==> src/rtl/prog_loader_pkg.sv <==
// ============================================================================
// Module   : prog_loader_pkg
// Purpose  : Shared widths, bytes-per-instruction helper and loader states.
// Revision : 1.0  initial release
// ============================================================================
`default_nettype none

package prog_loader_pkg;

    localparam int N     = 8;
    localparam int PSIZE = 4;
    localparam int ISIZE = N + 9;

    function automatic int bytes_per_instr(input int isize);
        return (isize + 7) / 8;
    endfunction

    localparam int BPI = bytes_per_instr(ISIZE);
    localparam int PAD = BPI * 8 - ISIZE;

    typedef enum logic [2:0] {
        ST_COUNT = 3'd0,
        ST_DATA  = 3'd1,
        ST_CHECK = 3'd2,
        ST_DONE  = 3'd3,
        ST_ERROR = 3'd4
    } loader_state_t;

endpackage

`default_nettype wire

==> src/rtl/prog_loader_if.sv <==
// ============================================================================
// Module   : prog_loader_if
// Purpose  : Byte-stream input and program-memory write port of the loader.
// Revision : 1.0  initial release
// ============================================================================
`default_nettype none

interface prog_loader_if;
    import prog_loader_pkg::*;

    logic [7:0]       in_data;
    logic             in_valid;
    logic             in_ready;
    logic             wr_en;
    logic [PSIZE-1:0] wr_addr;
    logic [ISIZE-1:0] wr_data;

    modport master (
        output in_data, in_valid,
        input  in_ready, wr_en, wr_addr, wr_data
    );

    modport slave (
        input  in_data, in_valid,
        output in_ready, wr_en, wr_addr, wr_data
    );
endinterface

`default_nettype wire

==> src/rtl/prog_loader_byte_packer.sv <==
// ============================================================================
// Module   : byte_packer
// Purpose  : Assembles BPI MSB-first bytes into one instruction word.
// Revision : 1.0  initial release
// ============================================================================
`default_nettype none

module byte_packer
    import prog_loader_pkg::*;
(
    input  wire logic             clk,
    input  wire logic             reset,
    input  wire logic             clear,
    input  wire logic             byte_en,
    input  wire logic [7:0]       byte_in,
    output logic      [ISIZE-1:0] word,
    output logic                  word_valid,
    output logic                  pad_err
);
    localparam int c_iw = (BPI > 1) ? $clog2(BPI) : 1;

    logic [c_iw-1:0]  r_idx;
    logic [ISIZE-9:0] r_sr;
    logic             w_first;
    logic             w_last;

    assign w_first    = (r_idx == '0);
    assign w_last     = (r_idx == c_iw'(BPI - 1));
    // Word including the byte on the input this cycle, so a write needs no extra stage.
    assign word       = {r_sr, byte_in};
    assign word_valid = byte_en && w_last;

    generate
        if (PAD > 0) begin : g_pad
            assign pad_err = byte_en && w_first && (byte_in[7 -: PAD] != '0);
        end else begin : g_no_pad
            assign pad_err = 1'b0;
        end
    endgenerate

    always_ff @(posedge clk) begin
        if (reset || clear) begin
            r_idx <= '0;
            r_sr  <= '0;
        end else if (byte_en) begin
            r_sr  <= word[ISIZE-9:0];
            r_idx <= w_last ? '0 : r_idx + 1'b1;
        end
    end
endmodule

`default_nettype wire

==> src/rtl/prog_loader.sv <==
// ============================================================================
// Module   : prog_loader
// Purpose  : Boot-time program-memory writer with XOR checksum and CPU hold.
// Revision : 1.0  initial release
// ============================================================================
`default_nettype none

module prog_loader
    import prog_loader_pkg::*;
(
    input  wire logic    clk,
    input  wire logic    reset,
    prog_loader_if.slave bus,
    input  wire logic    start,
    output logic         cpu_hold,
    output logic         done,
    output logic         error
);
    localparam logic [8:0] c_max_count = 9'(1 << PSIZE);

    loader_state_t    r_state;
    loader_state_t    w_next;
    logic [PSIZE:0]   r_remaining;
    logic [PSIZE-1:0] r_addr;
    logic [7:0]       r_csum;
    logic             r_wr_en;
    logic [PSIZE-1:0] r_wr_addr;
    logic [ISIZE-1:0] r_wr_data;

    logic [8:0]       w_count9;
    logic             w_count_ok;
    logic             w_in_ready;
    logic             w_accept;
    logic             w_clear;
    logic             w_byte_en;
    logic             w_word_valid;
    logic             w_pad_err;
    logic [ISIZE-1:0] w_word;

    assign w_count9   = {1'b0, bus.in_data};
    assign w_count_ok = (w_count9 <= c_max_count);
    assign w_in_ready = (r_state == ST_COUNT) || (r_state == ST_DATA) || (r_state == ST_CHECK);
    assign w_accept   = bus.in_valid && w_in_ready;
    assign w_clear    = (r_state == ST_COUNT) && w_accept;
    assign w_byte_en  = (r_state == ST_DATA) && w_accept;

    assign bus.in_ready = w_in_ready;
    assign bus.wr_en    = r_wr_en;
    assign bus.wr_addr  = r_wr_addr;
    assign bus.wr_data  = r_wr_data;

    byte_packer u_packer (
        .clk        (clk),
        .reset      (reset),
        .clear      (w_clear),
        .byte_en    (w_byte_en),
        .byte_in    (bus.in_data),
        .word       (w_word),
        .word_valid (w_word_valid),
        .pad_err    (w_pad_err)
    );

    always_ff @(posedge clk) begin
        if (reset) begin
            r_state <= ST_COUNT;
        end else begin
            r_state <= w_next;
        end
    end

    always_comb begin
        w_next   = r_state;
        done     = 1'b0;
        error    = 1'b0;
        cpu_hold = 1'b1;
        unique case (r_state)
            ST_COUNT: if (w_accept) w_next = w_count_ok ? ST_DATA : ST_ERROR;
            ST_DATA: begin
                if (w_pad_err) begin
                    w_next = ST_ERROR;
                end else if (w_word_valid && (r_remaining == (PSIZE+1)'(1))) begin
                    w_next = ST_CHECK;
                end
            end
            ST_CHECK: if (w_accept) w_next = (bus.in_data == r_csum) ? ST_DONE : ST_ERROR;
            ST_DONE: begin
                done     = 1'b1;
                cpu_hold = 1'b0;
                if (start) w_next = ST_COUNT;
            end
            ST_ERROR: begin
                error = 1'b1;
                if (start) w_next = ST_COUNT;
            end
            default: w_next = ST_ERROR;
        endcase
    end

    // A count of zero means a full memory image of 2^PSIZE words.
    always_ff @(posedge clk) begin
        if (reset) begin
            r_remaining <= '0;
            r_addr      <= '0;
            r_csum      <= '0;
            r_wr_en     <= 1'b0;
            r_wr_addr   <= '0;
            r_wr_data   <= '0;
        end else begin
            r_wr_en <= 1'b0;
            if (w_clear) begin
                r_remaining <= (bus.in_data == 8'd0) ? c_max_count[PSIZE:0] : w_count9[PSIZE:0];
                r_addr      <= '0;
                r_csum      <= '0;
            end else if (w_byte_en) begin
                r_csum <= r_csum ^ bus.in_data;
                if (w_word_valid) begin
                    r_wr_en     <= 1'b1;
                    r_wr_addr   <= r_addr;
                    r_wr_data   <= w_word;
                    r_addr      <= r_addr + 1'b1;
                    r_remaining <= r_remaining - 1'b1;
                end
            end
        end
    end
endmodule

`default_nettype wire

==> src/flat_wrapper.sv <==
// flat-port wrapper written by rule: the top's interface ports become plain ports
module prog_loader_flat import prog_loader_pkg::*;
  (clk, reset, start, cpu_hold, done, error, bus_in_data, bus_in_valid, bus_in_ready, bus_wr_en, bus_wr_addr, bus_wr_data);
  prog_loader_if bus_i ();
  input  wire logic clk;
  input  wire logic reset;
  input  wire logic start;
  output logic cpu_hold;
  output logic done;
  output logic error;
  input wire logic [$bits(bus_i.in_data)-1:0] bus_in_data;
  input wire logic [$bits(bus_i.in_valid)-1:0] bus_in_valid;
  output wire logic [$bits(bus_i.in_ready)-1:0] bus_in_ready;
  output wire logic [$bits(bus_i.wr_en)-1:0] bus_wr_en;
  output wire logic [$bits(bus_i.wr_addr)-1:0] bus_wr_addr;
  output wire logic [$bits(bus_i.wr_data)-1:0] bus_wr_data;
  assign bus_i.in_data = bus_in_data;
  assign bus_i.in_valid = bus_in_valid;
  assign bus_in_ready = bus_i.in_ready;
  assign bus_wr_en = bus_i.wr_en;
  assign bus_wr_addr = bus_i.wr_addr;
  assign bus_wr_data = bus_i.wr_data;
  prog_loader u_core (.clk(clk), .reset(reset), .bus(bus_i), .start(start), .cpu_hold(cpu_hold), .done(done), .error(error));
endmodule
==> config.mk <==
export PLATFORM = sky130hd
export DESIGN_NAME = prog_loader_flat
export DESIGN_NICKNAME = d
export VERILOG_FILES = /design/src/rtl/prog_loader_pkg.sv /design/src/rtl/prog_loader_if.sv /design/src/rtl/prog_loader_byte_packer.sv /design/src/rtl/prog_loader.sv /design/src/flat_wrapper.sv
export SDC_FILE = /design/constraint.sdc
export NUM_CORES = 1
export LEC_CHECK = 0
export CAP_MARGIN = 30
export CORE_ASPECT_RATIO = 0.75
export CORE_MARGIN = 3
export CORE_UTILIZATION = 40
export DETAILED_ROUTE_END_ITERATION = 12
export HOLD_SLACK_MARGIN = 0.05
export PLACE_DENSITY = 0.72
export SKIP_CTS_REPAIR_TIMING = 1
export SLEW_MARGIN = 25
export SYNTH_ARGS = -nofsm -noshare
export SYNTH_HDL_FRONTEND = slang
export SYNTH_HIERARCHICAL = 1
export SYNTH_SLANG_ARGS = --single-unit
==> constraint.sdc <==
create_clock -name clk -period 3.8 [get_ports clk]
set_input_delay 1.14 -clock clk [delete_from_list [all_inputs] [get_ports clk]]
set_output_delay 1.14 -clock clk [all_outputs]
set_load 0.005 [all_outputs]
# After elaboration in Yosys (flattened, before gate mapping)
# Index checks and enable logic that the tools add are counted.
dict set report totals {
  out_inout_bits 26
  regBits 53
}
dict set report op_classes {
  magnitude_cmp 1
  eq_ne 11
  muxes 17
  bitwise 3
  addsub 3
  n_reduce_logical 23
}
# cell count
set ops {}
lappend ops {{3-bit two-way mux} 7}
lappend ops {{5-bit two-way mux} 4}
lappend ops {{3-bit case mux with 4 select lines} 1}
lappend ops {{8-bit == test} 1}
lappend ops {{8-bit by 5-bit <= comparator with 1-bit output (second input constant)} 1}
lappend ops {{8-bit logical NOT} 1}
lappend ops {{8-bit XOR} 1}
lappend ops {{1-bit logical AND} 7}
lappend ops {{7-bit nonzero test} 1}
lappend ops {{3-bit by 2-bit == test with 1-bit output (second input constant)} 2}
lappend ops {{2-bit by 1-bit != test with 1-bit output (second input constant)} 3}
lappend ops {{5-bit by 1-bit == test with 1-bit output (second input constant)} 1}
lappend ops {{5-bit by 1-bit subtractor with 5-bit output (second input constant)} 1}
lappend ops {{4-bit by 1-bit adder with 4-bit output (second input constant)} 1}
lappend ops {{1-bit two-way mux} 4}
lappend ops {{2-bit AND reduction} 2}
lappend ops {{4-bit AND reduction} 1}
lappend ops {{2-bit nonzero test} 2}
lappend ops {{2-bit OR reduction} 2}
lappend ops {{3-bit by 1-bit == test with 1-bit output (second input constant)} 1}
lappend ops {{3-bit == test (second input constant)} 1}
lappend ops {{3-bit logical NOT} 1}
lappend ops {{1-bit logical OR} 3}
lappend ops {{3-bit != test (second input constant)} 1}
lappend ops {{other kinds (7)} 8}

# Logic depth before layout (Yosys ltp)
# Gate-level depths: netlist of run 1.
dict set report depth {
  depth_word 10
  ltp_mapped 10
}

# Modules after synthesis
# Netlist of run 1, hierarchy kept.
# module area_per_inst_um2 n_inst seq_area_each_um2 cells_per_inst
set modules_own_cells {}
lappend modules_own_cells {prog_loader 1959.4 1 840.8 236}
lappend modules_own_cells {byte_packer 485.5 1 220.2 50}

# Least setup slack after synthesis of run 1
# Ideal clock, no wire load.
dict set report synth_path {
  path_type {input to register}
  from {input port bus_in_valid}
  to {register u_core.r_state[0]}
  t_required_ns 3.681
  t_arrival_ns 2.920
  cell_stages 9
  slack_ns 0.761
  setup_time_ns 0.119
  cell_sequence {nor4bb_1 buf_2 buf_2 buf_4 and3b_1 nand2_1 o41ai_2 o21ai_0 o2bb2ai_1}
}
dict set report synth_via {
  elab_chain_len 6
  word_cells_on_any_way 12
}
# element line_no
set synth_lines {}
lappend synth_lines {{from (decl)} flat_wrapper.sv:12} ;# input wire logic [$bits(bus_i.in_valid)-1:0] bus_in_valid;
lappend synth_lines {{1-bit logical AND} prog_loader.sv:43} ;# assign w_accept = bus.in_valid && w_in_ready;
lappend synth_lines {{1-bit logical AND} prog_loader.sv:45} ;# assign w_byte_en = (r_state == ST_DATA) && w_accept;
lappend synth_lines {{named net u_core.w_byte_en} prog_loader.sv:35} ;# logic w_byte_en;
lappend synth_lines {{1-bit logical AND} prog_loader_byte_packer.sv:31} ;# assign word_valid = byte_en && w_last;
lappend synth_lines {{named net u_core.w_word_valid} prog_loader.sv:36} ;# logic w_word_valid;
lappend synth_lines {{1-bit logical AND} prog_loader.sv:81} ;# end else if (w_word_valid && (r_remaining == (PSIZE+1)'(1))) begin
lappend synth_lines {{3-bit != test (no line)} -}
lappend synth_lines {{4-bit AND reduction (no line)} -}
lappend synth_lines {{to (signal assigned)} prog_loader.sv:67} ;# r_state <= w_next;
lappend synth_lines {{to (decl)} prog_loader.sv:21} ;# loader_state_t r_state;
# The timed path passes the listed nets, and every way through them passes these cells.
# A chain may end at the register's enable or synchronous reset.

# Worst setup path after layout of run 1
dict set report layout_path {
  from {input port bus_in_valid}
  to {register u_core.r_remaining[1]}
}
dict set report layout_via {
  elab_chain_len 5
  word_cells_on_any_way 8
}
# element line_no
set layout_lines {}
lappend layout_lines {{1-bit logical AND *} prog_loader.sv:43}
lappend layout_lines {{1-bit logical AND} prog_loader.sv:45}
lappend layout_lines {{1-bit logical AND} prog_loader_byte_packer.sv:31}
lappend layout_lines {{2-bit nonzero test (no line)} -}
lappend layout_lines {{2-bit AND reduction (no line)} -}
lappend layout_lines {{to (signal assigned)} prog_loader.sv:111} ;# r_remaining <= (bus.in_data == 8'd0) ? c_max_count[PSIZE:0] : w_count9[PSIZE:0];
lappend layout_lines {{to (signal assigned)} prog_loader.sv:121} ;# r_remaining <= r_remaining - 1'b1;
lappend layout_lines {{to (decl)} prog_loader.sv:23} ;# logic [PSIZE:0] r_remaining;
# Mark *: on every way between the ends. The rest lies on a longest branch, timed or not.

==> results.cfg, run 1 <==
[outcome]
status = complete, no violations

[logic_synthesis]
ys_top_cells_by_count = 58 x nand2_1, 53 x dfxtp_1, 26 x a21oi_1, 23 x nor2_1, 18 x xor2_1
yosysMostFrequentCell = nand2_1
ys_seq_elements = 53
synth_cells = 286
synth_area_um2 = 2445
yosys.area.top_type = dfxtp_1
ys_types = 43
syn_area_per_cell_um2 = 8.548
yosys_warnings = 6
synth.area.top_cells = dfxtp_1 43%, nand2_1 8.9%, xor2_1 6.4%
syn_nets = 301
synth_top_cell_area_share_pct = 43.40
synth_seq_area_share_pct = 43.40
synth_edf_count = 0
ys_async_sr_fraction_pct = 0
ys.flop_type = dfxtp_1

[worst_setup_path]
worst-path-max-fanout = 27
crit_arrival_ns = 3.34
max_stage_delay_ns = 0.55
rr_worst_depth = 5
cp.required_ns = 4.03
critPathBufInv = 2
start_kind = input port
cp.depth = 6
worst-setup-path-type = input port to flop
worstPathCellList = clkdlybuf4s50_1, nor4bb_4, buf_4, nand2_1, a2bb2oi_1, a21oi_1
slowest_stage = nand2_1
end_kind = flop
critPathTopFamily = buffers and inverters

[cts]
cts_root_buffer = clkbuf_8
cts_tree = built
cts_buffer_depth = 2
clk_latency_ns = 0.30
h-tree-depth = 2
cts_buffers = 5
clock-sinks = 53
clk_pin_slew_ns = 0.09

[placed_design]
dp_cells = 378
dp_hpwl_mm = 3.672
port_buffers = 37
place_area_um2 = 2799
gp_congestion = 0.8453
preCtsSetupSlack_ns = 0.3761

[min_path]
hold_depth = 2
hold_class = flop to flop

[cells_and_area]
n_antenna_cell = 0
final_util_pct = 52.02
postLayoutCellArea_um2 = 2919
fin_nets = 325
drive_above_1_share_pct = 6.752
areaGrowthSynthToFinish_pct = 19.40
instances_no_fill = 386

[global_routing]
grt_pass1_wl_mm = 8.887
grt.total_usage_pct = 15.94
grt_pass1_vias = 1806
grt_max_degree = 30
overflow = 0
antenna_found_initial = 0

[route]
wirelength_mm = 5.329
drtIter0Drc = 118
drcViolationCount = 0
final_antenna_net_count = 0
wire_per_inst_um = 13.81
vias = 2025
viasPerCell = 5.246
first_pass_iters = 4

[sta]
worst_pin_slew_ns = 0.8061
slew_violations = 0
max_freq_mhz = 322.1
fin_crit_ns = 3.105
rsz0062_at_grt = no
setup_ws_ns = 0.6949
hold_viol_final = 0
setup_viol = 0
clock_skew_ns = 0.003834
slew_headroom_pct = 46.13
totalNegativeSetupSlack_ns = 0
post-route-period-util_pct = 81.71

[floorplan]
initial_core_util_pct = 43.57
die_h_um = 73.71
io_pins = 38
die_w_um = 96.28
core_area_um2 = 5612
die-area_um2 = 7096
rows = 23

[power_and_ir_drop]
ir_worst_vdd_uv = 244.2
p_leak_uw = 0.001026
p_per_area_nw_per_um2 = 400.0

[run]
drv_cap = 0
[layout by cell type (no fill, tap or decap), drive strengths merged, types with 2 or more instances in the layout]
| cell | Yosys | final |
|---|---|---|
| nand2b | 3 | 3 |
| o211a | 2 | 2 |
| nor3 | 8 | 8 |
| and3b | 2 | 2 |
| nor2 | 23 | 23 |
| nor4b | 2 | 2 |
| clkbuf | 7 | 6 |
| a21oi | 30 | 30 |
| nor4 | 4 | 4 |
| dfxtp | 53 | 53 |
| nand3b | 3 | 3 |
| a22oi | 2 | 2 |
| clkdlybuf4s50 | 0 | 37 |
| and3 | 2 | 2 |
| buf | 16 | 3 |
| nand3 | 7 | 7 |
| inv | 7 | 7 |
| ha | 3 | 3 |
| nand2 | 58 | 58 |
| o21ai | 3 | 3 |
| nor2b | 4 | 4 |
| a31oi | 2 | 2 |
| mux2i | 9 | 9 |
| xor2 | 18 | 18 |
| nor4bb | 2 | 2 |
[final cells by class]
type                    instances  area, um2
fillers                       525       2693
multi-input cells             203       1225
flip-flops and latches         53       1061
repair buffers                 40      392.9
well taps                      75      93.84
clock buffers                   6      82.58
clock inverters                 2      37.54
inverters                       7      26.28
[per-stage QoR]
stage	hold WS [ns]	power, uW
after global routing	0.4816	1228
after global placement	0.4465	778.2
final	0.4593	1168
after floorplan	0.4312	720.9
after detailed placement	0.4486	780.9
after CTS	0.4639	1176
[cells by family after synthesis]
kind of cell / synth area share (%)
xor gates and xnor gates: 6.807
buffers and inverters: 7.114
AOI/OAI and AO/OA: 13.31
DFF: 43.40
adders and majority gates: 1.535
muxes: 3.685
and+or+nand+nor: 24.16
[tightest hold or removal path: stages (launching register included)]
cell and delay [ns]:
dfxtp_1 0.32, nand2_1 0.05, a21oi_1 0.05
[metal layers]
metal	GRT usage [%]	up-vias	share of wire (%)
met3	3.378	6	5.1
met5	0	-	0
met1	24.32	951	51
met4	3.628	0	0.83
met2	22.72	62	43
li1	-	1006	-
[worst paths after layout]
path	from	end	slack, ns
worst max-delay path	bus_in_valid	u_core/r_remaining[1]	0.69
worst min register to register	u_core/bus.wr_data[16]	u_core/bus.wr_data[16]	0.46
worst max register to register	u_core/r_state[0]	u_core/r_remaining[1]	1.51
worst min-delay path	u_core/bus.wr_data[16]	u_core/bus.wr_data[16]	0.46
[power breakdown]
part           total, uW  internal (uW)  switching (uW)
clock network        397            214             183
registers            601            571            30.4
logic                170           75.3            94.2
[registers in the layout, summed over array words and instances (netlist names)]
signal                 flops
u_core/bus.wr_addr         4
u_core/u_packer/r_idx      2
u_core/r_addr              4
u_core/u_packer/r_sr       9
u_core/r_csum              8
u_core/bus.wr_data        17
u_core/bus.wr_en           1
u_core/r_state             3
u_core/r_remaining         5
Power figures use the tool's default switching activity.
==> run 2, diff against run 1 <==
- PLACE_DENSITY: 0.72 -> 0.75
- clock period: 3.8 -> 2.8 ns (I/O delays scaled with it)
==> run 2 against run 1 <==
Net effect: sequential share of layout area fell by 1.3 points; worst hold slack got worse by 0.0044 ns; first-iteration DRC count increased by 13%; design area increased by 3.7%; critical path type is now flop to output port.
==> results.cfg, run 2 (synthesis gave the netlist of run 1 again) <==
[outcome]
status = complete, no violations

[run]
drv_cap = 0

[sta]
clock_skew_ns = 0.008437
whs_ns = 0.4549
slew_headroom_pct = 67.23
fin_crit_ns = 2.666
max_freq_mhz = 375.1
hold_viol_final = 0
post-route-period-util_pct = 95.22
worst_pin_slew_ns = 0.4904
rsz0062_at_grt = no
slew_violations = 0
setup_viol = 0

[cells_and_area]
most-common-layout-cells = 58 x nand2_1, 53 x dfxtp_1, 37 x clkdlybuf4s50_1
final_util_pct = 53.94
fin_nets = 342
largest_reg_flops = 17
layout_commonest_cell = nand2_1
drive_above_1_share_pct = 11.28
areaGrowthSynthToFinish_pct = 23.80
n_fill_cell = 525
n_antenna_cell = 0
postLayoutCellArea_um2 = 3027

[route]
final_antenna_net_count = 0
drcViolationCount = 0
drtIter0Drc = 133
vias = 2063
wirelength_mm = 5.447
viasPerCell = 5.119
wire_per_inst_um = 13.52
first_pass_iters = 4

[cts]
clk_latency_ns = 0.31
h-tree-depth = 2
cts_root_buffer = clkbuf_8
clock-sinks = 53
cts_buffers = 5
cts_tree = built
cts_buffer_depth = 2
clk_pin_slew_ns = 0.10

[worst_setup_path]
cp.required_ns = 1.96
crit_arrival_ns = 1.83
end_kind = output port
start_kind = flop
worst-setup-path-type = flop to output port
worst-path-max-fanout = 8

[global_routing]
grt_max_degree = 28
overflow = 0
grt_pass1_wl_mm = 9.080
antenna_found_initial = 0
grt_pass1_vias = 1922
grt.total_usage_pct = 16.62

[floorplan]
core_area_um2 = 5612
die_w_um = 96.28
io_pins = 38
die-area_um2 = 7096
initial_core_util_pct = 43.57
rows = 23
die_h_um = 73.71

[placed_design]
dp_hpwl_mm = 3.895
place_area_um2 = 2939
port_buffers = 37
gp_congestion = 0.8639

[power_and_ir_drop]
p_per_area_nw_per_um2 = 491.6
ir_worst_vdd_uv = 244.9
p_leak_uw = 0.001094

[min_path]
hold_class = flop to flop
==> run 2: cell types whose count changed in the layout (fill, tap and decap cells not counted) <==
cell / before / now
buf_12: 0 / 1
clkbuf_8: 6 / 5
bufinv_16: 1 / 0
clkinvlp_4: 1 / 2
buf_4: 3 / 19
clkbuf_1: 0 / 1
==> run 2: path summary, 6_finish.rpt <==
path                                               to                     from  cells past startpoint  slack, ns
worst min register to register  u_core/bus.wr_data[9]  u_core/u_packer/r_sr[1]                      2       0.45
worst max register to register      u_core/r_state[1]        u_core/r_state[0]                      7       0.68
worst min-delay path            u_core/bus.wr_data[9]  u_core/u_packer/r_sr[1]                      2       0.45
worst max-delay path                            error        u_core/r_state[2]                      3       0.13
==> run 2: final cells by class <==
| type | count | area [um2] | share of cell area (%) |
|---|---|---|---|
| multi-input cells | 203 | 1225 | 40.47 |
| well taps | 75 | 93.84 | 3.100 |
| clock buffers | 6 | 72.57 | 2.398 |
| clock inverters | 2 | 15.01 | 0.4961 |
| inverters | 7 | 26.28 | 0.8681 |
| repair buffers | 57 | 533.0 | 17.61 |
| flip-flops and latches | 53 | 1061 | 35.06 |
==> run 2: metal layers <==
layer | vias to the layer above | routed length (um) | GRT usage (%)
met4 | 0 | 59 | 5.205
met3 | 7 | 362 | 5.425
met5 | - | 0 | 0
met1 | 962 | 2702 | 23.46
li1 | 1039 | - | -
met2 | 55 | 2322 | 23.87
==> run 2: per-stage QoR <==
| stage | worst slack, ns | power [uW] | setup TNS [ns] | instances |
|---|---|---|---|---|
| 2_1_floorplan | 0.06068 | 978.3 | 0 | 286 |
| 3_3_place_gp | -0.06083 | 1068 | -0.1295 | 395 |
| 3_5_place_dp | -0.1186 | 1071 | -0.3062 | 395 |
| 4_1_cts | 0.1404 | 1494 | 0 | 403 |
| 5_1_grt | 0.05741 | 1548 | 0 | 403 |
| 6_report | 0.1340 | 1488 | 0 | 403 |
==> run 2: worst max-delay path, cell delays in order (launching register included) <==
cell,delay (ns)
dfxtp_1,0.54
inv_1,0.18
nor3_1,0.25
clkdlybuf4s50_1,0.56
==> run 2: where the power goes <==
part / total (uW) / switching [uW] / internal (uW) / leakage [uW]
logic: 243 / 132 / 111 / 0.000628
registers: 817 / 42.6 / 774 / 0.000428
clock network: 428 / 251 / 177 / 0.0000374
==> run 3, diff against run 2 <==
- HOLD_SLACK_MARGIN: 0.05 -> 0.06
- PLACE_DENSITY: 0.75 -> default
==> run 3 against run 2 <==
Net effect: maximum frequency increased by 1.5%; via count shrank 2.2%; sequential share of layout area shrank 0.23 points; clock power rose by 5.4%; critical path type is now input port to flop; worst hold slack improved by 0.0053 ns; largest power group unchanged.
==> results.cfg, run 3 (synthesis gave the netlist of run 1 again) <==
[global_routing]
grt_max_degree = 28
grt_pass1_vias = 1971
grt_pass1_wl_mm = 9.342
grt.total_usage_pct = 17.05
overflow = 0
antenna_found_initial = 0

[route]
wire_per_inst_um = 13.63
first_pass_iters = 4
vias = 2018
wirelength_mm = 5.494
drtIter0Drc = 90
drcViolationCount = 0
final_antenna_net_count = 0
viasPerCell = 5.007

[floorplan]
die_w_um = 96.28
io_pins = 38
rows = 23
die-area_um2 = 7096
initial_core_util_pct = 43.57
core_area_um2 = 5612
die_h_um = 73.71

[min_path]
hold_class = flop to flop
hold_depth = 2
min_to = u_core/bus.wr_data[7]
hold_start = u_core/bus.wr_data[7]

[worst_setup_path]
rr_endpoint = u_core/r_state[1]
cp.required_ns = 3.03
worst-path-max-fanout = 5
max_stage_delay_ns = 0.48
worstPathCellList = clkdlybuf4s50_1, nor4bb_4, buf_4, and3b_1, nand2_1, o41ai_2, a22oi_1, a211oi_1
slowest_stage = clkdlybuf4s50_1
rr_startpoint = u_core/r_state[0]
end_kind = flop
rr_worst_depth = 7
r2r_slack_ns = 0.68
crit_arrival_ns = 2.86
start_kind = input port
worst-setup-path-type = input port to flop

[sta]
max_freq_mhz = 380.7
worst_pin_slew_ns = 0.5405
setup_ws_ns = 0.1734
fin_crit_ns = 2.627
clock_skew_ns = 0.005720
slew_violations = 0
hold_viol_final = 0
slew_headroom_pct = 63.57
setup_viol = 0
totalNegativeSetupSlack_ns = 0
rsz0062_at_grt = no
post-route-period-util_pct = 93.81

[cts]
cts_tree = built
cts_buffer_depth = 2
h-tree-depth = 2
cts_root_buffer = clkbuf_8
clock-sinks = 53
clk_latency_ns = 0.31
clk_pin_slew_ns = 0.10
cts_buffers = 5

[cells_and_area]
postLayoutCellArea_um2 = 3050
fin_nets = 342
most-common-layout-cells = 58 x nand2_1, 52 x dfxtp_1, 37 x clkdlybuf4s50_1
areaGrowthSynthToFinish_pct = 24.77
drive_above_1_share_pct = 12.20
largest_reg_flops = 17
final_util_pct = 54.36
instances_no_fill = 403
layout_commonest_cell = nand2_1
n_antenna_cell = 0

[power_and_ir_drop]
ir_worst_vdd_uv = 202.7
seqPwrFrac_pct = 53.9
switchingPower_uw = 442.6
clkPwrFrac_pct = 29.7
p_int_uw = 1073
p_leak_uw = 0.001107
p_per_area_nw_per_um2 = 496.9
switching_share_pct = 29.20
combPwrFrac_pct = 16.4

[placed_design]
preCtsSetupSlack_ns = -0.1322
place_area_um2 = 2952
dp_cells = 395
gp_congestion = 0.8575
dp_hpwl_mm = 3.971
port_buffers = 37

[run]
drv_cap = 0

[outcome]
status = complete, no violations
[run 3: metrics by stage]
step | total power, uW | hold WS, ns
3_3_place_gp | 1082 | 0.4425
4_1_cts | 1528 | 0.4635
2_1_floorplan | 978.3 | 0.4312
6_report | 1516 | 0.4602
5_1_grt | 1592 | 0.4833
3_5_place_dp | 1080 | 0.4485
[run 3: area by class of cell]
class | instances | area, um2
timing repair buffer | 57 | 545.5
fill | 534 | 2561
sequential | 53 | 1062
tap | 75 | 93.84
multi-input combinational | 203 | 1229
clock inverter | 3 | 25.02
clock buffer | 5 | 68.82
inverter | 7 | 26.28
[run 3: worst max path at each step]
stage | slack, ns | start | end
4_1_cts | 0.09 | u_core/r_state[2] | error
3_5_place_dp | -0.13 | bus_in_valid | u_core/r_state[1]
5_1_grt | 0.02 | bus_in_valid | u_core/r_state[1]
2_1_floorplan | 0.06 | bus_in_valid | u_core/r_state[0]
3_3_place_gp | -0.06 | bus_in_valid | u_core/r_state[0]
6_report | 0.17 | bus_in_valid | u_core/r_state[1]
[run 3: critical path: cells and delay by family]
family | cells | cell delay (ns)
compound gates | 3 | 0.80
buf+inv | 2 | 0.64
simple gates | 3 | 0.56
[run 3: metal layers]
layer  track usage, %  routed length, um
met5                0                  0
met4            2.366                 15
met1            24.59               2898
met2            25.71               2315
met3            5.015                264
[run 3: power by group through the flow]
stage               Sequential (uW)  Combinational [uW]  Clock (uW)
detailed placement              832                 248           0
global placement                834                 248           0
finish                          816                 249         451
global route                    821                 278         494
floorplan                       810                 168           0
CTS                             815                 250         463
